### src/rtl/sample_fifo_if.sv
// Sample stream bundle for sample_fifo.
// The master side is the acquisition/user logic; the slave side is the FIFO.
interface sample_fifo_if #(
    parameter int DATA_W = 16
);
    logic              i_acq_enable;
    logic              i_sample_valid;
    logic [DATA_W-1:0] i_sample_data;
    logic              userif_SampleRead;
    logic              userif_SampleEmpty;
    logic [DATA_W-1:0] userif_SampleData;

    modport master (
        output i_acq_enable,
        output i_sample_valid,
        output i_sample_data,
        output userif_SampleRead,
        input  userif_SampleEmpty,
        input  userif_SampleData
    );

    modport slave (
        input  i_acq_enable,
        input  i_sample_valid,
        input  i_sample_data,
        input  userif_SampleRead,
        output userif_SampleEmpty,
        output userif_SampleData
    );
endinterface

### src/rtl/sample_fifo.sv
// First-word-fall-through sample buffer with overflow flag and level reporting.
// Define SAMPLE_FIFO_DROPCNT_EN to build the 8-bit saturating dropped-sample counter.
module sample_fifo #(
    parameter int DEPTH_LOG2 = 4,
    parameter int DATA_W     = 16
) (
    input  logic                clk,
    input  logic                reset,
    sample_fifo_if.slave        sampleIf,
    input  logic                i_flush,
    input  logic                i_clear_overflow,
    output logic [DEPTH_LOG2:0] o_level,
    output logic                o_overflow,
    output logic [7:0]          o_drop_count
);
    localparam int DEPTH = 1 << DEPTH_LOG2;
    localparam logic [DEPTH_LOG2:0] FULL_LEVEL = (DEPTH_LOG2 + 1)'(DEPTH);
    localparam logic [DEPTH_LOG2:0] ONE_LEVEL  = (DEPTH_LOG2 + 1)'(1);

    typedef logic [DEPTH_LOG2-1:0] ptr_t;

    logic [DATA_W-1:0] mem [DEPTH];
    ptr_t              wrPtr;
    ptr_t              rdPtr;
    ptr_t              rdPtrNext;
    logic [DATA_W-1:0] headData;
    logic              isFull;
    logic              isEmpty;
    logic              wrReq;
    logic              doPush;
    logic              doPop;
    logic              doDrop;

    assign isFull    = (o_level == FULL_LEVEL);
    assign isEmpty   = (o_level == '0);
    assign wrReq     = sampleIf.i_sample_valid && sampleIf.i_acq_enable;
    assign rdPtrNext = rdPtr + 1'b1;

    // Flush overrides everything, so it is folded into the event decode once here.
    always_comb begin
        // NOTE: defaults first so every path assigns every signal and no latch is inferred.
        doPop  = 1'b0;
        doPush = 1'b0;
        doDrop = 1'b0;
        if (!i_flush) begin
            doPop  = sampleIf.userif_SampleRead && !isEmpty;
            doPush = wrReq && (!isFull || doPop);
            doDrop = wrReq && isFull && !doPop;
        end
    end

    always_ff @(posedge clk or negedge reset) begin
        // NOTE: state is updated with <= so every register samples pre-edge values.
        if (!reset) begin
            wrPtr   <= '0;
            rdPtr   <= '0;
            o_level <= '0;
        end else if (i_flush) begin
            wrPtr   <= '0;
            rdPtr   <= '0;
            o_level <= '0;
        end else begin
            if (doPush) begin
                wrPtr <= wrPtr + 1'b1;
            end
            if (doPop) begin
                rdPtr <= rdPtrNext;
            end
            if (doPush && !doPop) begin
                o_level <= o_level + 1'b1;
            end else if (doPop && !doPush) begin
                o_level <= o_level - 1'b1;
            end
        end
    end

    // NOTE: the storage array has no reset; its contents are only meaningful behind the pointers.
    always_ff @(posedge clk) begin
        if (doPush) begin
            mem[wrPtr] <= sampleIf.i_sample_data;
        end
    end

    // A new sample becomes the head when nothing older remains after this edge.
    always_ff @(posedge clk or negedge reset) begin
        if (!reset) begin
            headData <= '0;
        end else if (doPush && (isEmpty || (doPop && o_level == ONE_LEVEL))) begin
            headData <= sampleIf.i_sample_data;
        end else if (doPop && o_level > ONE_LEVEL) begin
            headData <= mem[rdPtrNext];
        end
    end

    always_ff @(posedge clk or negedge reset) begin
        if (!reset) begin
            o_overflow <= 1'b0;
        end else if (doDrop) begin
            o_overflow <= 1'b1;
        end else if (i_clear_overflow) begin
            o_overflow <= 1'b0;
        end
    end

`ifdef SAMPLE_FIFO_DROPCNT_EN
    logic [7:0] dropCount;

    // A drop coinciding with a clear restarts the count at one.
    always_ff @(posedge clk or negedge reset) begin
        if (!reset) begin
            dropCount <= '0;
        end else if (doDrop) begin
            if (i_clear_overflow) begin
                dropCount <= 8'd1;
            end else if (dropCount != 8'hFF) begin
                dropCount <= dropCount + 1'b1;
            end
        end else if (i_clear_overflow) begin
            dropCount <= '0;
        end
    end

    assign o_drop_count = dropCount;
`else
    assign o_drop_count = '0;
`endif

    assign sampleIf.userif_SampleEmpty = isEmpty;
    assign sampleIf.userif_SampleData  = headData;
endmodule

### src/flat_wrapper.sv
// flat-port wrapper written by rule: the top's interface ports become plain ports
module sample_fifo_flat 
#(
    parameter int DEPTH_LOG2 = 4,
    parameter int DATA_W     = 16
)
  (clk, reset, i_flush, i_clear_overflow, o_level, o_overflow, o_drop_count, sampleIf_i_acq_enable, sampleIf_i_sample_valid, sampleIf_i_sample_data, sampleIf_userif_SampleRead, sampleIf_userif_SampleEmpty, sampleIf_userif_SampleData);
  sample_fifo_if #(.DATA_W(DATA_W)) sampleIf_i ();
  input  logic clk;
  input  logic reset;
  input  logic i_flush;
  input  logic i_clear_overflow;
  output logic [DEPTH_LOG2:0] o_level;
  output logic o_overflow;
  output logic [7:0] o_drop_count;
  input wire logic [$bits(sampleIf_i.i_acq_enable)-1:0] sampleIf_i_acq_enable;
  input wire logic [$bits(sampleIf_i.i_sample_valid)-1:0] sampleIf_i_sample_valid;
  input wire logic [$bits(sampleIf_i.i_sample_data)-1:0] sampleIf_i_sample_data;
  input wire logic [$bits(sampleIf_i.userif_SampleRead)-1:0] sampleIf_userif_SampleRead;
  output wire logic [$bits(sampleIf_i.userif_SampleEmpty)-1:0] sampleIf_userif_SampleEmpty;
  output wire logic [$bits(sampleIf_i.userif_SampleData)-1:0] sampleIf_userif_SampleData;
  assign sampleIf_i.i_acq_enable = sampleIf_i_acq_enable;
  assign sampleIf_i.i_sample_valid = sampleIf_i_sample_valid;
  assign sampleIf_i.i_sample_data = sampleIf_i_sample_data;
  assign sampleIf_i.userif_SampleRead = sampleIf_userif_SampleRead;
  assign sampleIf_userif_SampleEmpty = sampleIf_i.userif_SampleEmpty;
  assign sampleIf_userif_SampleData = sampleIf_i.userif_SampleData;
  sample_fifo #(.DEPTH_LOG2(DEPTH_LOG2), .DATA_W(DATA_W)) u_core (.clk(clk), .reset(reset), .sampleIf(sampleIf_i), .i_flush(i_flush), .i_clear_overflow(i_clear_overflow), .o_level(o_level), .o_overflow(o_overflow), .o_drop_count(o_drop_count));
endmodule
### config.mk
export PLATFORM = sky130hd
export DESIGN_NAME = sample_fifo_flat
export DESIGN_NICKNAME = d
export VERILOG_FILES = /design/src/rtl/sample_fifo_if.sv /design/src/rtl/sample_fifo.sv /design/src/flat_wrapper.sv
export SDC_FILE = /design/constraint.sdc
export NUM_CORES = 1
export LEC_CHECK = 0
export ABC_AREA = 1
export CAP_MARGIN = 20
export CORE_MARGIN = 2
export CORE_UTILIZATION = 49
export CTS_CLUSTER_DIAMETER = 40
export DETAILED_ROUTE_END_ITERATION = 12
export PLACE_DENSITY_LB_ADDON = 0.08
export SLEW_MARGIN = 40
export SYNTH_ARGS = -nofsm -noshare
export SYNTH_HDL_FRONTEND = slang
export SYNTH_SLANG_ARGS = --single-unit
### constraint.sdc
create_clock -name clk -period 2.66 [get_ports clk]
set_input_delay 0.798 -clock clk [delete_from_list [all_inputs] [get_ports clk]]
set_output_delay 0.798 -clock clk [all_outputs]
set_load 0.02 [all_outputs]
==> results.toml <==
[clock_tree]
cts_setup_buffers = 0
clk_latency_ns = 0.53
clockBufferDepth = 3
cts_buffers = 40
cts.clk_slew.worst_paths_ns = 0.05
tritoncts = "yes"
cts_hold_buf = 0
cts_num_sinks = 286
htree_levels = 2
ctsRootBufferMaster = "clkbuf_16"

[outcome]
status = "complete, no violations"

[floorplan]
die_x_um = 164
ioPinCount = 54
coreArea_um2 = 25100
die_h_um = 164
rows = 58
start_util_pct = 49.8
die-area_um2 = 26800

[worst_hold_path]
hold_depth = 2
holdPathEnd = "u_core.sampleIf.userif_SampleData[9]"
worst_hold_startpoint = "u_core.sampleIf.userif_SampleData[9]"
hold_class = "register to register"

[critical_path]
rr_worst_depth = 10
arrival_ns = 1.78
r2r_slack_ns = 0.44
start_kind = "register"
path_max_fanout = 7
worst-setup-path-type = "register to output pin"
rr_startpoint = "u_core.rdPtr[0]"
crit_required_ns = 1.86
reg2reg_to = "u_core.sampleIf.userif_SampleData[9]"
end_kind = "output pin"

[global_routing]
globalRouteTotalUtil_pct = 25.3
grt_pass1_vias = 8498
grt.overflow.total = 0
antenna_found_initial = 0
grt_first_pass_wirelength_mm = 50.2
grt_max_degree = 54

[synth]
synthesis.area_um2 = 12500
ys_warn_count = 0
ys_async_sr_fraction_pct = 10.5
synth-main-ff-cell = "edfxtp_1"
synth.distinct_cells = 37
syn_area_per_cell_um2 = 10.6
synth_cells = 1178
synth_edf_count = 256
ys_seq_area_share_pct = 67.4
ys_ff_latch = 286

[power]
switching_power_mw = 5.04
peakVddDrop_mv = 0.681
p_per_area_nw_per_um2 = 991
p_int_mw = 10.1
clock_power_share_pct = 36.3
totalPowerFinal_mw = 15.1
switching_share_pct = 33.4
leakage_nw = 6.11
power_frac_seq_pct = 34.6
combPwrFrac_pct = 29.1

[detailed_routing]
via_count = 8639
viasPerCell = 5.27
drt-met1-wl_mm = 13.9
top_layer = "met4"
route.met3.wl_mm = 2.06
drt-total-wl_mm = 32.7
drt_iter0_markers = 896
wl_per_cell_um = 20.0
wl_met2_mm = 15.9
first_pass_iters = 5
drc = 0
postRouteAntennaNets = 0

[sta]
max_freq_mhz = 387
max_slew_margin_pct = 60.5
tns_ns = 0
rsz0062_at_grt = "no"
finalHoldViolCount = 0
tightest_slew_ns = 0.590
clock_skew_ns = 0.0222
timing.hold.ws_ns = 0.482
min_period_ns = 2.58
setup_viol = 0
min_period_over_period_pct = 97.1
final_max_slew_viol_count = 0
timing.final.ws_setup_ns = 0.0774

[placed_design]
dp.final_hpwl_mm = 21.9
dp.cells = 1565
gp_congestion = 0.840
placed_cell_area_um2 = 13800
io_buffers = 45
pre_cts_ws_ns = 0.140

[finish]
drive_gt1_share_pct = 14.1
areaGrowthSynthToFinish_pct = 21.7
mostFrequentLayoutCell = "nand2_1"
fin_nets = 1309
fin_util_pct = 60.7
diodes = 0
stdcell_count = 1638
final_cell_mix = "nand2_1, edfxtp_1, nand3_1, inv_1, nor2_1"
final_area_um2 = 15200

[flow_run]
cap_violations = 0
## kinds of logic after synthesis
family / synth area share [%]
fa+ha+maj: 0.900
flops: 67.4
simple gates: 23.3
buf+inv: 5.69
xor+xnor: 0.680
compound gates: 1.94
other cells: 0.0300
## sequential cells by signal (all words and copies together), names as in the netlist
name                               cells
u_core.mem                           256
u_core.o_level                         5
u_core.o_overflow                      1
u_core.rdPtr                           4
u_core.sampleIf.userif_SampleData     16
u_core.wrPtr                           4
## cells in the mapped netlist, types with 4 or more instances
| library cell | n | share of area [%] |
|---|---|---|
| nand2_1 | 387 | 12 |
| edfxtp_1 | 256 | 61 |
| nand3_1 | 171 | 6.8 |
| nor2_1 | 84 | 2.5 |
| inv_1 | 76 | 2.3 |
| buf_2 | 40 | 1.6 |
| dfrtp_1 | 30 | 6.0 |
| o21ai_0 | 27 | 1.1 |
| nand3b_1 | 16 | 0.96 |
| o21ai_1 | 15 | 0.60 |
| buf_4 | 11 | 0.66 |
| ha_1 | 9 | 0.90 |
| inv_2 | 8 | 0.24 |
| buf_1 | 7 | 0.21 |
| clkbuf_1 | 5 | 0.15 |
| nand2_2 | 4 | 0.20 |
| xor2_1 | 4 | 0.28 |
## critical path: stages, from the launching register on
cell	delay [ns]
dfrtp_1	0.44
buf_4	0.20
clkdlybuf4s50_1	0.62
## worst max path at each step
stage / from / end / slack (ns) / cells past startpoint
after detailed placement: sampleIf_i_sample_valid / u_core.mem[1][10] / 0.14 / 8
after CTS: u_core.o_level[1] / sampleIf_userif_SampleEmpty / 0.006 / 5
after global routing: u_core.o_level[2] / o_level[2] / 0.01 / 2
final: u_core.o_level[2] / o_level[2] / 0.08 / 2
after floorplan: u_core.o_level[0] / u_core.mem[0][0] / 0.04 / 8
after global placement: sampleIf_i_sample_valid / u_core.mem[2][10] / 0.15 / 8
## what timing repair did
action                                  4_1_cts  5_1_grt
endpoints found under the setup margin        1        1
hold endpoints to repair                      0        0
gates resized for setup                       2        2
## final cells by class
type	instances	area, um^2
clock inverter	27	332
inverter	87	338
fill	2093	9880
tap	330	413
clock buffer	46	1070
sequential	286	8440
timing repair buffer	117	1190
multi-input combinational	745	3450
## layer usage
layer	GRT usage [%]	vias up
met3	3.79	59
met5	0	-
met2	41.9	294
li1	-	4147
met4	8.01	0
met1	34.7	4139
## power groups by stage
stage | Combinational, mW | Clock [mW] | Sequential [mW]
finish | 4.39 | 5.48 | 5.22
global route | 4.83 | 5.72 | 5.24
CTS | 4.43 | 5.55 | 5.22
detailed placement | 4.42 | 0 | 5.31
global placement | 4.40 | 0 | 5.32
floorplan | 2.58 | 0 | 5.43
No activity file was read; power rests on OpenSTA's default activity.
